**src/rtl/pio_tx_fifo_if.sv**
```systemverilog
// pio_tx_fifo_if: system/state-machine side signals of the PIO TX FIFO.
// tx_join exists only when PIO_FIFO_JOIN_EN is defined.
interface pio_tx_fifo_if #(
  parameter int WIDTH = 32,
  parameter int LW = 4
);
  logic penable, push, pull, clr_flags;
  logic [WIDTH-1:0] din, dout;
  logic full, empty, tx_over, tx_stall;
  logic [LW-1:0] level;
`ifdef PIO_FIFO_JOIN_EN
  logic tx_join;
  modport master(output penable, push, din, pull, clr_flags, tx_join, input dout, full, empty, level, tx_over, tx_stall);
  modport slave(input penable, push, din, pull, clr_flags, tx_join, output dout, full, empty, level, tx_over, tx_stall);
`else
  modport master(output penable, push, din, pull, clr_flags, input dout, full, empty, level, tx_over, tx_stall);
  modport slave(input penable, push, din, pull, clr_flags, output dout, full, empty, level, tx_over, tx_stall);
`endif
endinterface

```
**src/rtl/pio_tx_fifo.sv**
```systemverilog
// pio_tx_fifo: first-word-fall-through TX FIFO feeding the PIO OSR, with sticky stall/overflow flags.
// PIO_FIFO_JOIN_EN adds tx_join, which doubles capacity and flushes the FIFO whenever it changes.
module pio_tx_fifo #(
  parameter int WIDTH = 32,
  parameter int DEPTH = 4,
  parameter int LW = $clog2(DEPTH) + 2
) (
  input logic clk,
  input logic reset,
  pio_tx_fifo_if.slave f
);
`ifdef PIO_FIFO_JOIN_EN
  localparam int SD = 2 * DEPTH;
`else
  localparam int SD = DEPTH;
`endif
  localparam int PW = $clog2(SD);
  logic [WIDTH-1:0] mem_q [SD];
  logic [PW-1:0] wptr_q, wptr_d, rptr_q, rptr_d;
  logic [LW-1:0] level_q, level_d, cap;
  logic tx_over_q, tx_over_d, tx_stall_q, tx_stall_d, join_q, join_d;
  logic flush, qpull, do_push, do_pop, full_w, empty_w;
  always_comb begin
`ifdef PIO_FIFO_JOIN_EN
    cap = f.tx_join ? LW'(2 * DEPTH) : LW'(DEPTH);
    join_d = f.tx_join;
`else
    cap = LW'(DEPTH);
    join_d = 1'b0;
`endif
    flush = join_d != join_q;
    full_w = level_q == cap;
    empty_w = level_q == '0;
    qpull = f.pull & f.penable;
    do_pop = qpull & ~empty_w & ~flush;
    // at full a qualified pull always pops, so the push slot is freed in the same cycle
    do_push = f.push & (~full_w | qpull) & ~flush;
    wptr_d = flush ? '0 : do_push ? ((LW'(wptr_q) == cap - 1'b1) ? '0 : wptr_q + 1'b1) : wptr_q;
    rptr_d = flush ? '0 : do_pop ? ((LW'(rptr_q) == cap - 1'b1) ? '0 : rptr_q + 1'b1) : rptr_q;
    level_d = flush ? '0 : level_q + LW'(do_push) - LW'(do_pop);
    tx_over_d = (f.push & full_w & ~qpull & ~flush) | (tx_over_q & ~f.clr_flags);
    tx_stall_d = (qpull & empty_w & ~flush) | (tx_stall_q & ~f.clr_flags);
  end
  always_ff @(posedge clk or negedge reset) begin
    if (!reset) begin
      wptr_q <= '0;
      rptr_q <= '0;
      level_q <= '0;
      tx_over_q <= 1'b0;
      tx_stall_q <= 1'b0;
      join_q <= 1'b0;
    end else begin
      wptr_q <= wptr_d;
      rptr_q <= rptr_d;
      level_q <= level_d;
      tx_over_q <= tx_over_d;
      tx_stall_q <= tx_stall_d;
      join_q <= join_d;
    end
  end
  always_ff @(posedge clk) if (do_push) mem_q[wptr_q] <= f.din;
  assign f.dout = empty_w ? '0 : mem_q[rptr_q];
  assign f.full = full_w;
  assign f.empty = empty_w;
  assign f.level = level_q;
  assign f.tx_over = tx_over_q;
  assign f.tx_stall = tx_stall_q;
endmodule

```
**src/flat_wrapper.sv**
```systemverilog
// flat-port wrapper written by rule: the top's interface ports become plain ports
module pio_tx_fifo_flat 
#(
  parameter int WIDTH = 32,
  parameter int DEPTH = 4,
  parameter int LW = $clog2(DEPTH) + 2
)
  (clk, reset, f_penable, f_push, f_din, f_pull, f_clr_flags, f_dout, f_full, f_empty, f_level, f_tx_over, f_tx_stall);
  pio_tx_fifo_if #(.WIDTH(WIDTH), .LW(LW)) f_i ();
  input logic clk;
  input logic reset;
  input wire logic [$bits(f_i.penable)-1:0] f_penable;
  input wire logic [$bits(f_i.push)-1:0] f_push;
  input wire logic [$bits(f_i.din)-1:0] f_din;
  input wire logic [$bits(f_i.pull)-1:0] f_pull;
  input wire logic [$bits(f_i.clr_flags)-1:0] f_clr_flags;
  output wire logic [$bits(f_i.dout)-1:0] f_dout;
  output wire logic [$bits(f_i.full)-1:0] f_full;
  output wire logic [$bits(f_i.empty)-1:0] f_empty;
  output wire logic [$bits(f_i.level)-1:0] f_level;
  output wire logic [$bits(f_i.tx_over)-1:0] f_tx_over;
  output wire logic [$bits(f_i.tx_stall)-1:0] f_tx_stall;
  assign f_i.penable = f_penable;
  assign f_i.push = f_push;
  assign f_i.din = f_din;
  assign f_i.pull = f_pull;
  assign f_i.clr_flags = f_clr_flags;
  assign f_dout = f_i.dout;
  assign f_full = f_i.full;
  assign f_empty = f_i.empty;
  assign f_level = f_i.level;
  assign f_tx_over = f_i.tx_over;
  assign f_tx_stall = f_i.tx_stall;
  pio_tx_fifo #(.WIDTH(WIDTH), .DEPTH(DEPTH), .LW(LW)) u_core (.clk(clk), .reset(reset), .f(f_i));
endmodule
```
**config.mk**
```make
export PLATFORM = sky130hd
export DESIGN_NAME = pio_tx_fifo_flat
export DESIGN_NICKNAME = d
export VERILOG_FILES = /design/src/rtl/pio_tx_fifo_if.sv /design/src/rtl/pio_tx_fifo.sv /design/src/flat_wrapper.sv
export SDC_FILE = /design/constraint.sdc
export NUM_CORES = 1
export LEC_CHECK = 0
export CAP_MARGIN = 20
export CORE_MARGIN = 8
export CORE_UTILIZATION = 25
export CTS_CLUSTER_DIAMETER = 40
export DETAILED_ROUTE_END_ITERATION = 8
export PLACE_DENSITY = 0.43
export SLEW_MARGIN = 20
export SYNTH_ARGS = -nofsm -noshare
export SYNTH_HDL_FRONTEND = slang
export SYNTH_SLANG_ARGS = --single-unit
export TNS_END_PERCENT = 50
```
**constraint.sdc**
```tcl
create_clock -name clk -period 2.38 [get_ports clk]
set_input_delay 0.476 -clock clk [delete_from_list [all_inputs] [get_ports clk]]
set_output_delay 0.476 -clock clk [all_outputs]
set_load 0.05 [all_outputs]
```
==> impl_metrics.json <==
{
  "status": "complete, but fails checks",
  "failed_checks": "negative setup slack",
  "gp_congestion": 0.7061,
  "rows": 54,
  "crit_path_end_kind": "primary output",
  "final_cell_mix": "edfxtp_1, clkdlybuf4s50_1, buf_6, mux4_2, clkbuf_16",
  "path_class": "flop to primary output",
  "fp.dieH_um": 163.8,
  "ys_types": 21,
  "rsz0062_at_grt": "yes",
  "cp_slowest_stage_delay_ns": 0.49,
  "diodes": 0,
  "seq_area_frac_synth": 0.7498,
  "critical_path_buf_inv_count": 3,
  "synth_compound_area_frac": 0.007791,
  "dpl.hpwl_um": 7540,
  "cts_tree": "done",
  "synth-seq-cells": 138,
  "grt_pass1_wl_um": 17850,
  "synth_adder_area_share": 0.02887,
  "cellPowerDensity_nw_per_um2": 1502,
  "wire_per_inst_um": 18.33,
  "nets": 420,
  "leakage_nw": 2.731,
  "syn_area_sq_um": 5460,
  "synth_xor_xnor_area_share": 0.003208,
  "hold_class": "input port to asynchronous set/reset pin",
  "clk_latency_ns": 0.41,
  "synth.area.mux_share": 0.1402,
  "ios": 78,
  "start_util": 0.2525,
  "antenna_found_initial": 0,
  "final_common_cell": "edfxtp_1",
  "synth_top_family_by_area": "multiplexers",
  "timing.rr.start": "u_core.f.level[2]$_DFF_PN0_",
  "cp.arrival_ns": 1.91,
  "grt_pass1_vias": 3034,
  "syn_avg_cell_area_sq_um": 21.25,
  "crit_required_ns": 1.90,
  "crit_chain": "buf_12 > buf_16 > mux4_2 > nor2b_1 > buf_6",
  "drv_cap": 0,
  "cts.sink_count": 138,
  "synth_simple_gate_area_share": 0.04950,
  "drtAntennaViolNets": 0,
  "setup_viol": 2,
  "htree_levels": 4,
  "fin_crit_ns": 2.391,
  "cts-root-buf": "clkbuf_16",
  "drc_errors": 0,
  "track_usage": 0.09231,
  "worstPathMaxFanout": 5,
  "cp-start-kind": "flop",
  "place_area_sq_um": 6708,
  "maxSlewViolCount": 0,
  "grt-ovfl-total": 0,
  "cts_buffers": 17,
  "area_growth_pct": 40.95,
  "timing.fmax_mhz": 418.3,
  "fin_skew_ns": 0.006342,
  "finalCritPeriodShare": 1.005,
  "vias_per_cell": 4.077,
  "design.die.area_sq_um": 26830,
  "synth_nets": 307,
  "rrSetupSlack_ns": 0.13,
  "drive_gt1_frac": 0.4099,
  "hold_violations": 0,
  "vias": 2703,
  "netlist_instances": 257,
  "drt_iter0_drc": 72,
  "post-route-util": 0.3560,
  "peakVddDrop_mv": 0.7239,
  "coreArea_sq_um": 21620,
  "first_pass_iters": 4,
  "drt_wl_total_um": 12150,
  "worstMarginPinSlew_ns": 0.5000,
  "crit_slowest_cell": "mux4_2",
  "slew-limit-headroom": 0.6656,
  "yosysWarningCount": 0,
  "clk_pin_slew_ns": 0.06,
  "setup_slack_ns": -0.01085,
  "stdcell_area_sq_um": 7696,
  "io_buffers": 77,
  "startpoint": "u_core.rptr_q[0]$_DFFE_PN0P_",
  "dieWidth_um": 163.8,
  "grt_max_degree": 20,
  "final.fill_count": 2034,
  "cp_top_family": "multiplexers",
  "clock_path_buffers": 2
}
==> power by group <==
part	switching (mW)	internal, mW	total [mW]
logic	3.10	2.44	5.54
clock network	0.959	1.63	2.58
registers	0.215	3.22	3.43
==> flip-flops by register name, summed over array words and instances, names as in the netlist <==
name and count:
u_core.wptr_q 2, u_core.f.tx_stall 1, u_core.mem_q 128, u_core.f.level 4, u_core.f.tx_over 1, u_core.rptr_q 2
==> cells by family after synthesis <==
logic type | Yosys count
DFF | 138
and+or+nand+nor | 43
muxes | 36
buffers and inverters | 21
adders and majority gates | 12
AOI/OAI and AO/OA | 5
xor gates and xnor gates | 2
==> metrics by stage <==
step	hold slack (ns)	setup WS (ns)	TNS, ns	instances	total power, mW
2_1_floorplan	0.1804	-0.008021	-0.1768	257	6.749
3_3_place_gp	0.4929	0.1085	0	620	8.356
3_5_place_dp	0.4995	0.09002	0	620	8.366
4_1_cts	0.3960	-0.05898	-0.8284	656	11.50
5_1_grt	0.4218	-0.08163	-1.562	663	12.10
6_report	0.3957	-0.01085	-0.01350	663	11.56
==> path summary, 6_finish.rpt <==
path / cells after the start / end
setup / recovery: 5 / f_dout[16]
hold / removal: 1 / u_core.f.level[1]$_DFF_PN0_
setup reg to reg: 10 / u_core.f.level[2]$_DFF_PN0_
hold reg to reg: 1 / u_core.f.tx_stall$_DFF_PN0_
max in group asynchronous: 1 / u_core.rptr_q[0]$_DFFE_PN0P_
min in group clk: 1 / u_core.f.tx_stall$_DFF_PN0_
==> per-layer routing <==
metal | GRT usage | vias to the layer above | wire length (um)
li1 | - | 1251 | -
met1 | 0.1057 | 1389 | 5221
met2 | 0.1561 | 54 | 6270
met3 | 0.02932 | 9 | 491
met4 | 0.04091 | 0 | 170
met5 | 0 | - | 0
==> synthesized netlist by cell type <==
cell	count	area [sq um]
a21o_1	1	7.510
edfxtp_1	128	3844
fa_1	1	20.02
inv_1	10	37.54
clkbuf_1	4	15.01
mux2_2	4	45.04
a21bo_2	1	10.01
and3_1	4	25.02
nand2_1	2	7.510
buf_2	3	15.01
dfrtp_1	10	250.2
nor2_1	3	11.26
nor3b_1	1	7.510
nor3b_4	1	18.77
buf_6	4	45.04
xor2_1	2	17.52
a32o_1	2	20.02
mux4_2	32	720.7
nor2b_1	32	200.2
a21oi_1	1	5.000
ha_1	11	137.6
==> final cells by class <==
cell class                 instances  area, sq um  share of cell area
clock buffer                      22        474.2             0.06162
clock inverter                    10        118.9             0.01544
inverter                          10        37.54            0.004877
multi-input combinational         98         1355              0.1761
sequential                       138         4099              0.5326
tap                              280        350.3             0.04552
timing repair buffer             105         1261              0.1639
==> repair_timing <==
action | in CTS | in global routing
resized for setup | 36 | 25
setup endpoints to repair | 32 | 33
hold buffers | 0 | 0
setup buffers | 2 | 5
gates cloned | 2 | 2
Note: power is estimated with default switching activity, not from simulation.
